==> src/rtl/board_token_controller.sv <==
// Multi-player board token controller: accepts move commands over a
// valid/ready handshake and animates the selected token tile by tile
// (slide, then hop), advancing only on frame_tick.
module board_token_controller #(
    parameter int unsigned NUM_PLAYERS   = 2,
    parameter int unsigned NUM_TILES     = 10,
    parameter int unsigned TILE_SIZE     = 48,
    parameter int unsigned PLAYER_OFFSET = 16,
    parameter int unsigned BASE_Y        = 124,
    parameter int unsigned MOVE_FRAMES   = 24,
    parameter int unsigned JUMP_FRAMES   = 16,
    parameter int unsigned JUMP_HEIGHT   = 32,
    parameter int unsigned WRAP          = 1,
    localparam int unsigned PW = (NUM_PLAYERS > 1) ? $clog2(NUM_PLAYERS) : 1,
    localparam int unsigned TW = $clog2(NUM_TILES)
) (
    input  logic                      clk,
    input  logic                      rst_n,
    input  logic                      frame_tick,
    input  logic                      move_valid,
    output logic                      move_ready,
    input  logic [PW-1:0]             move_player,
    input  logic [3:0]                move_steps,
    output logic                      move_done,
    output logic                      cmd_err,
    output logic [PW-1:0]             active_player,
    output logic                      busy,
    output logic [NUM_PLAYERS*10-1:0] player_x,
    output logic [NUM_PLAYERS*10-1:0] player_y,
    output logic [NUM_PLAYERS*TW-1:0] player_tile,
    output logic [NUM_PLAYERS*4-1:0]  player_laps,
    output logic [NUM_PLAYERS-1:0]    finished
);

    localparam int unsigned MAXF = (MOVE_FRAMES > JUMP_FRAMES) ? MOVE_FRAMES : JUMP_FRAMES;
    localparam int unsigned CW   = $clog2(MAXF);
    localparam logic [TW-1:0] LAST_TILE = TW'(NUM_TILES - 1);

    typedef enum logic [1:0] {
        S_IDLE = 2'd0,
        S_MOVE = 2'd1,
        S_HOP  = 2'd2,
        S_DONE = 2'd3
    } state_t;

    state_t                         state_q, state_d;
    logic [CW-1:0]                  counter_q, counter_d;
    logic [PW-1:0]                  player_q, player_d;
    logic [3:0]                     steps_left_q, steps_left_d;
    logic                           err_q, err_d;
    logic [9:0]                     start_x_q, start_x_d;
    logic [TW-1:0]                  target_tile_q, target_tile_d;
    logic [9:0]                     target_x_q, target_x_d;
    logic [NUM_PLAYERS-1:0][TW-1:0] tile_q, tile_d;
    logic [NUM_PLAYERS-1:0][3:0]    lap_q, lap_d;
    logic [NUM_PLAYERS-1:0]         fin_q, fin_d;
    logic [NUM_PLAYERS-1:0][9:0]    x_q, x_d;
    logic [NUM_PLAYERS-1:0][9:0]    y_q, y_d;
    logic                           ready_q, done_q, cerr_q, busy_q;

    logic [TW-1:0]                  sel_tile_c, act_tile_c;
    logic                           sel_fin_c, act_fin_c, bad_idx_c;

    function automatic logic [9:0] tile_to_x(input logic [TW-1:0] t);
        return 10'(32'(t) * TILE_SIZE + PLAYER_OFFSET);
    endfunction

    function automatic logic [TW-1:0] next_tile(input logic [TW-1:0] t);
        if (t == LAST_TILE) return (WRAP != 0) ? '0 : t;
        return t + TW'(1);
    endfunction

    // Linear interpolation between start and target x; signed so a wrap step slides left.
    function automatic logic [9:0] slide_x(input logic [9:0] sx, input logic [9:0] tx,
                                           input logic [CW-1:0] c);
        logic signed [11:0] diff;
        logic signed [23:0] prod;
        diff = $signed({2'b00, tx}) - $signed({2'b00, sx});
        prod = 24'(diff) * $signed(24'(c));
        return 10'($signed({14'd0, sx}) + prod / $signed(24'(MOVE_FRAMES)));
    endfunction

    // Triangular hop profile peaking at JUMP_HEIGHT mid-hop.
    function automatic logic [9:0] hop_y(input logic [CW-1:0] c);
        int unsigned ci;
        int unsigned h;
        ci = 32'(c);
        if (ci < JUMP_FRAMES / 2) h = ci * 2 * JUMP_HEIGHT / JUMP_FRAMES;
        else                      h = (JUMP_FRAMES - ci) * 2 * JUMP_HEIGHT / JUMP_FRAMES;
        return 10'(BASE_Y - h);
    endfunction

    assign bad_idx_c = (32'(move_player) >= NUM_PLAYERS);

    // Look up the tile/finished state of the requested and the active token.
    always_comb begin
        sel_tile_c = '0;
        sel_fin_c  = 1'b0;
        act_tile_c = '0;
        act_fin_c  = 1'b0;
        for (int p = 0; p < NUM_PLAYERS; p++) begin
            if (move_player == PW'(p)) begin
                sel_tile_c = tile_q[p];
                sel_fin_c  = fin_q[p];
            end
            if (player_q == PW'(p)) begin
                act_tile_c = tile_q[p];
                act_fin_c  = fin_q[p];
            end
        end
    end

    // Next-state logic: command acceptance, frame pacing and tile landing.
    always_comb begin
        state_d       = state_q;
        counter_d     = counter_q;
        player_d      = player_q;
        steps_left_d  = steps_left_q;
        err_d         = err_q;
        start_x_d     = start_x_q;
        target_tile_d = target_tile_q;
        target_x_d    = target_x_q;
        tile_d        = tile_q;
        lap_d         = lap_q;
        fin_d         = fin_q;
        unique case (state_q)
            S_IDLE: begin
                if (move_valid) begin
                    player_d     = move_player;
                    steps_left_d = move_steps;
                    err_d        = bad_idx_c;
                    counter_d    = '0;
                    if (move_steps == 4'd0 || bad_idx_c ||
                        (WRAP == 0 && (sel_fin_c || sel_tile_c == LAST_TILE))) begin
                        state_d = S_DONE;
                    end else begin
                        state_d       = S_MOVE;
                        start_x_d     = tile_to_x(sel_tile_c);
                        target_tile_d = next_tile(sel_tile_c);
                        target_x_d    = tile_to_x(next_tile(sel_tile_c));
                    end
                end
            end
            S_MOVE: begin
                if (frame_tick) begin
                    if (counter_q == CW'(MOVE_FRAMES - 1)) begin
                        counter_d = '0;
                        state_d   = S_HOP;
                        for (int p = 0; p < NUM_PLAYERS; p++) begin
                            if (player_q == PW'(p)) begin
                                tile_d[p] = target_tile_q;
                                if (WRAP != 0 && target_tile_q == '0)
                                    lap_d[p] = (lap_q[p] == 4'd15) ? 4'd15 : lap_q[p] + 4'd1;
                                if (WRAP == 0 && target_tile_q == LAST_TILE)
                                    fin_d[p] = 1'b1;
                            end
                        end
                    end else begin
                        counter_d = counter_q + CW'(1);
                    end
                end
            end
            S_HOP: begin
                if (frame_tick) begin
                    if (counter_q == CW'(JUMP_FRAMES - 1)) begin
                        counter_d    = '0;
                        steps_left_d = steps_left_q - 4'd1;
                        if (steps_left_q == 4'd1 || act_fin_c) begin
                            state_d = S_DONE;
                        end else begin
                            state_d       = S_MOVE;
                            start_x_d     = tile_to_x(act_tile_c);
                            target_tile_d = next_tile(act_tile_c);
                            target_x_d    = tile_to_x(next_tile(act_tile_c));
                        end
                    end else begin
                        counter_d = counter_q + CW'(1);
                    end
                end
            end
            S_DONE: begin
                state_d = S_IDLE;
            end
            default: begin
                state_d = S_IDLE;
            end
        endcase
    end

    // Pixel positions for the next cycle, derived from the next state.
    always_comb begin
        x_d = '0;
        y_d = '0;
        for (int p = 0; p < NUM_PLAYERS; p++) begin
            x_d[p] = tile_to_x(tile_d[p]);
            y_d[p] = 10'(BASE_Y);
            if (player_d == PW'(p)) begin
                if (state_d == S_MOVE) x_d[p] = slide_x(start_x_d, target_x_d, counter_d);
                if (state_d == S_HOP)  y_d[p] = hop_y(counter_d);
            end
        end
    end

    // State and registered outputs.
    always_ff @(posedge clk or negedge rst_n) begin
        if (!rst_n) begin
            state_q       <= S_IDLE;
            counter_q     <= '0;
            player_q      <= '0;
            steps_left_q  <= '0;
            err_q         <= 1'b0;
            start_x_q     <= 10'(PLAYER_OFFSET);
            target_tile_q <= '0;
            target_x_q    <= 10'(PLAYER_OFFSET);
            tile_q        <= '0;
            lap_q         <= '0;
            fin_q         <= '0;
            x_q           <= {NUM_PLAYERS{10'(PLAYER_OFFSET)}};
            y_q           <= {NUM_PLAYERS{10'(BASE_Y)}};
            ready_q       <= 1'b1;
            done_q        <= 1'b0;
            cerr_q        <= 1'b0;
            busy_q        <= 1'b0;
        end else begin
            state_q       <= state_d;
            counter_q     <= counter_d;
            player_q      <= player_d;
            steps_left_q  <= steps_left_d;
            err_q         <= err_d;
            start_x_q     <= start_x_d;
            target_tile_q <= target_tile_d;
            target_x_q    <= target_x_d;
            tile_q        <= tile_d;
            lap_q         <= lap_d;
            fin_q         <= fin_d;
            x_q           <= x_d;
            y_q           <= y_d;
            ready_q       <= (state_d == S_IDLE);
            done_q        <= (state_d == S_DONE);
            cerr_q        <= (state_d == S_DONE) && err_d;
            busy_q        <= (state_d != S_IDLE);
        end
    end

    assign move_ready    = ready_q;
    assign move_done     = done_q;
    assign cmd_err       = cerr_q;
    assign busy          = busy_q;
    assign active_player = player_q;
    assign player_x      = x_q;
    assign player_y      = y_q;
    assign player_tile   = tile_q;
    assign player_laps   = lap_q;
    assign finished      = fin_q;

endmodule

==> config.mk <==
export PLATFORM = sky130hd
export DESIGN_NAME = board_token_controller
export DESIGN_NICKNAME = d
export VERILOG_FILES = /design/src/rtl/board_token_controller.sv
export SDC_FILE = /design/constraint.sdc
export NUM_CORES = 1
export LEC_CHECK = 0
export ABC_AREA = 1
export CORE_ASPECT_RATIO = 1.1
export CORE_MARGIN = 3
export CORE_UTILIZATION = 57
export DETAILED_ROUTE_END_ITERATION = 8
export PLACE_DENSITY = 0.86
export SKIP_LAST_GASP = 1
export SYNTH_ARGS = -nofsm -noshare
export SYNTH_HDL_FRONTEND = slang
export SYNTH_SLANG_ARGS = --single-unit
export TNS_END_PERCENT = 10
==> constraint.sdc <==
create_clock -name clk -period 13.2 [get_ports clk]
set_input_delay 2.64 -clock clk [delete_from_list [all_inputs] [get_ports clk]]
set_output_delay 2.64 -clock clk [all_outputs]
set_load 0.02 [all_outputs]
==> qor.yml, run 1 <==
synth:
  synth_area_leader_cell: "dfrtp_1"
  syn_inst: 1350
  synth-main-ff-cell: "dfrtp_1"
  synth-seq-area-share_pct: 23.3
  netlist_top_cells_area: "dfrtp_1 (19%), ha_1 (12%), nand2_1 (10%)"
  yosysUniqueCellTypes: 54
  synth-seq-cells: 89
  syn_area_um2: 9640
  yosys.area.top_type_share_pct: 19.2
  synth_warnings: 0
  syn_avg_cell_area_um2: 7.14
  synth_edf_count: 0
  async_flop_share_pct: 100
final_layout:
  multi_input_area_um2: 6610
  layout-drive-gt1-share_pct: 23.6
  seqCellArea_um2: 2250
  fillCellCount: 1084
  nets: 1744
  antennaDiodeCount: 0
  area_growth_syn_to_layout_pct: 29.4
place:
  place.gp.congestion: 0.939
  dpl.hpwl_um: 20400
  numPortBuffers: 61
worst_setup_path:
  cp.arrival_ns: 14.90
  worstPathRequired_ns: 13.48
  crit_fanout: 7
  crit_top_cell: "nand2_2"
  critical_path_class: "input port to flop"
  cp-start-kind: "input port"
  slowest_delay_ns: 0.53
  slowest_stage: "fa_1"
  end_kind: "flop"
floorplan:
  die_y_um: 142
  dieArea_um2: 18500
  start_util_pct: 58.4
  die_x_um: 130
  rows: 49
  core_um2: 16500
  ios: 72
timing:
  period_minus_slack_ns: 14.62
  min_period_over_period_pct: 111
  fin_skew_ns: 0.0102
  slew_headroom_pct: 33.5
  fmax_mhz: 68.4
  setup_violations: 14
  tightest_slew_ns: 0.988
  rsz0062_at_grt: "true"
  fin_tns_setup_ns: -10.33
  setup_slack_ns: -1.42
  hold_violations: 0
  slew_violations: 0
clock_network:
  hold_buffers: 0
  root_buffer: "clkbuf_16"
  cts_buffers: 9
  cts_sinks: 89
  h-tree-depth: 3
  clkTransAtPathRegs_ns: 0.07
  cts_tree: "yes"
  clockBufferDepth: 2
  worstSkewPairLatency_ns: 0.35
worst_hold_path:
  hp-class: "flop to flop"
drt:
  wl_per_cell_um: 14.8
  final_antenna_net_count: 0
  vias: 9781
  drc_errors: 0
  routed_wl_um: 26800
  drtPass1Iterations: 6
  viasPerCell: 5.41
  drt_iter0_drc: 757
global_routing:
  grt_max_degree: 47
  gr-total-overflow: 0
  grt_pass1_vias: 9709
  grt_usage_pct: 28.4
  antenna_found_initial: 0
  grt_pass1_wl_um: 42900
flow_run:
  drv_cap: 0
outcome:
  violations: "negative setup slack"
  outcome: "finished, violations left"
## per-layer routing
metal	track usage, %	part of all wire [%]
met1	31.5	38
met2	52.6	53
met3	3.38	4.1
met4	14.6	4.9
met5	0	0
## critical path: cells and delay by family
family	cells	cell delay, ns
compound gates	13	1.94
fa+ha+maj	9	3.12
simple gates	50	4.83
buf+inv	11	1.00
xor+xnor	6	1.32
## cells by family (layout without fill, tap and decap cells)
group                    after synthesis  in the layout  synth area share (%)
AO/OA/AOI/OAI                        210            210                  12.8
XOR/XNOR                              59             59                  5.44
adder cells (fa/ha/maj)              135            135                  20.6
buffers and inverters                294            540                  12.0
flip-flops                            89             89                  23.3
multiplexers                           2              2                 0.208
other                                  1             10                0.0389
AND/OR/NAND/NOR                      560            560                  25.6
## flip-flops by register name (all words and copies together), names as in the netlist, 5 cells and up
name	cells
counter_q	5
player_laps	8
player_tile	8
player_x	20
player_y	12
start_x_q	10
target_x_q	10
## worst paths after layout
path,startpoint,end,slack (ns),cells past startpoint
setup reg to reg,active_player$_DFF_PN0_,player_x[19]$_DFF_PN0_,-0.18,87
max in group asynchronous,rst_n,player_x[17]$_DFF_PN0_,9.91,2
hold reg to reg,err_q$_DFF_PN0_,err_q$_DFF_PN0_,0.49,2
hold / removal,err_q$_DFF_PN0_,err_q$_DFF_PN0_,0.49,2
min in group asynchronous,rst_n,busy$_DFF_PN0_,2.30,1
setup / recovery,move_player,player_x[19]$_DFF_PN0_,-1.42,89
## placed cells by master (no fill, tap or decap), drive strengths merged, types with 11 or more instances in the layout
master         Yosys  final
nand2            301    301
inv              269    272
buf               16    194
nor2             147    147
ha                96     96
o21ai             91     91
nand3             75     75
dfrtp             74     74
a21oi             71     71
clkdlybuf4s50      0     59
xor2              44     44
fa                39     39
dfstp             15     15
xnor2             15     15
nor3              13     13
o211ai            11     11
clkbuf             7     11
## cells in the mapped netlist (all sizes together) (2+ instances only)
cell and instances:
clkbuf 7, xor2 44, ha 96, a31oi 5, nor3 13, a32o 2, o22ai 8, clkinv 2
dfstp 15, o32ai 2, o21ai 91, o21bai 4, nand3 75, a21oi 71, mux2i 2, dfrtp 74
inv 269, nor4 3, nand4 10, o21a 2, nor2 147, o31ai 6, o221a 2, or2 5
nand2 301, buf 16, fa 39, nand3b 5, o211ai 11, xnor2 15
## stage by stage
step | instances | worst slack [ns] | util, % | hold slack, ns | cell area (µm²)
after floorplan | 1359 | -0.266 | - | 0.436 | 9790
after global placement | 1784 | -1.26 | 72.1 | 0.450 | 11900
after detailed placement | 1784 | -2.00 | 72.1 | 0.485 | 11900
after CTS | 1803 | -1.16 | 74.2 | 0.500 | 12200
after global routing | 1809 | -2.18 | 75.6 | 0.524 | 12500
final | 1809 | -1.42 | 75.6 | 0.490 | 12500
## area by class of cell
class | instances | share of cell area [%]
clock inverters | 5 | 0.361
well taps | 204 | 2.05
inverters | 271 | 8.18
flip-flops and latches | 89 | 18.0
clock buffers | 11 | 1.95
repair buffers | 253 | 16.4
multi-input cells | 976 | 53.0
## what timing repair did
action	in CTS	in global routing
resized for setup	20	41
cloned	0	0
endpoints found under the setup margin	18	18
pin swaps	15	35
buffers inserted	3	6
Power of run 1 is not shown: default switching activity piles up to over one toggle a cycle in this logic, so the estimate is an artifact.
==> run 2, diff against run 1 <==
--- a/config.mk
+++ b/config.mk
@@ -9,6 +9,7 @@
 export CORE_ASPECT_RATIO = 1.1
 export CORE_MARGIN = 3
 export CORE_UTILIZATION = 57
+export CTS_CLUSTER_SIZE = 25
 export DETAILED_ROUTE_END_ITERATION = 8
 export PLACE_DENSITY = 0.86
 export SKIP_LAST_GASP = 1
==> results of run 2 <==
Same layout as run 1: the final DEF is identical, and so are final timing and power.
Power of run 2 is left out for the same reason.
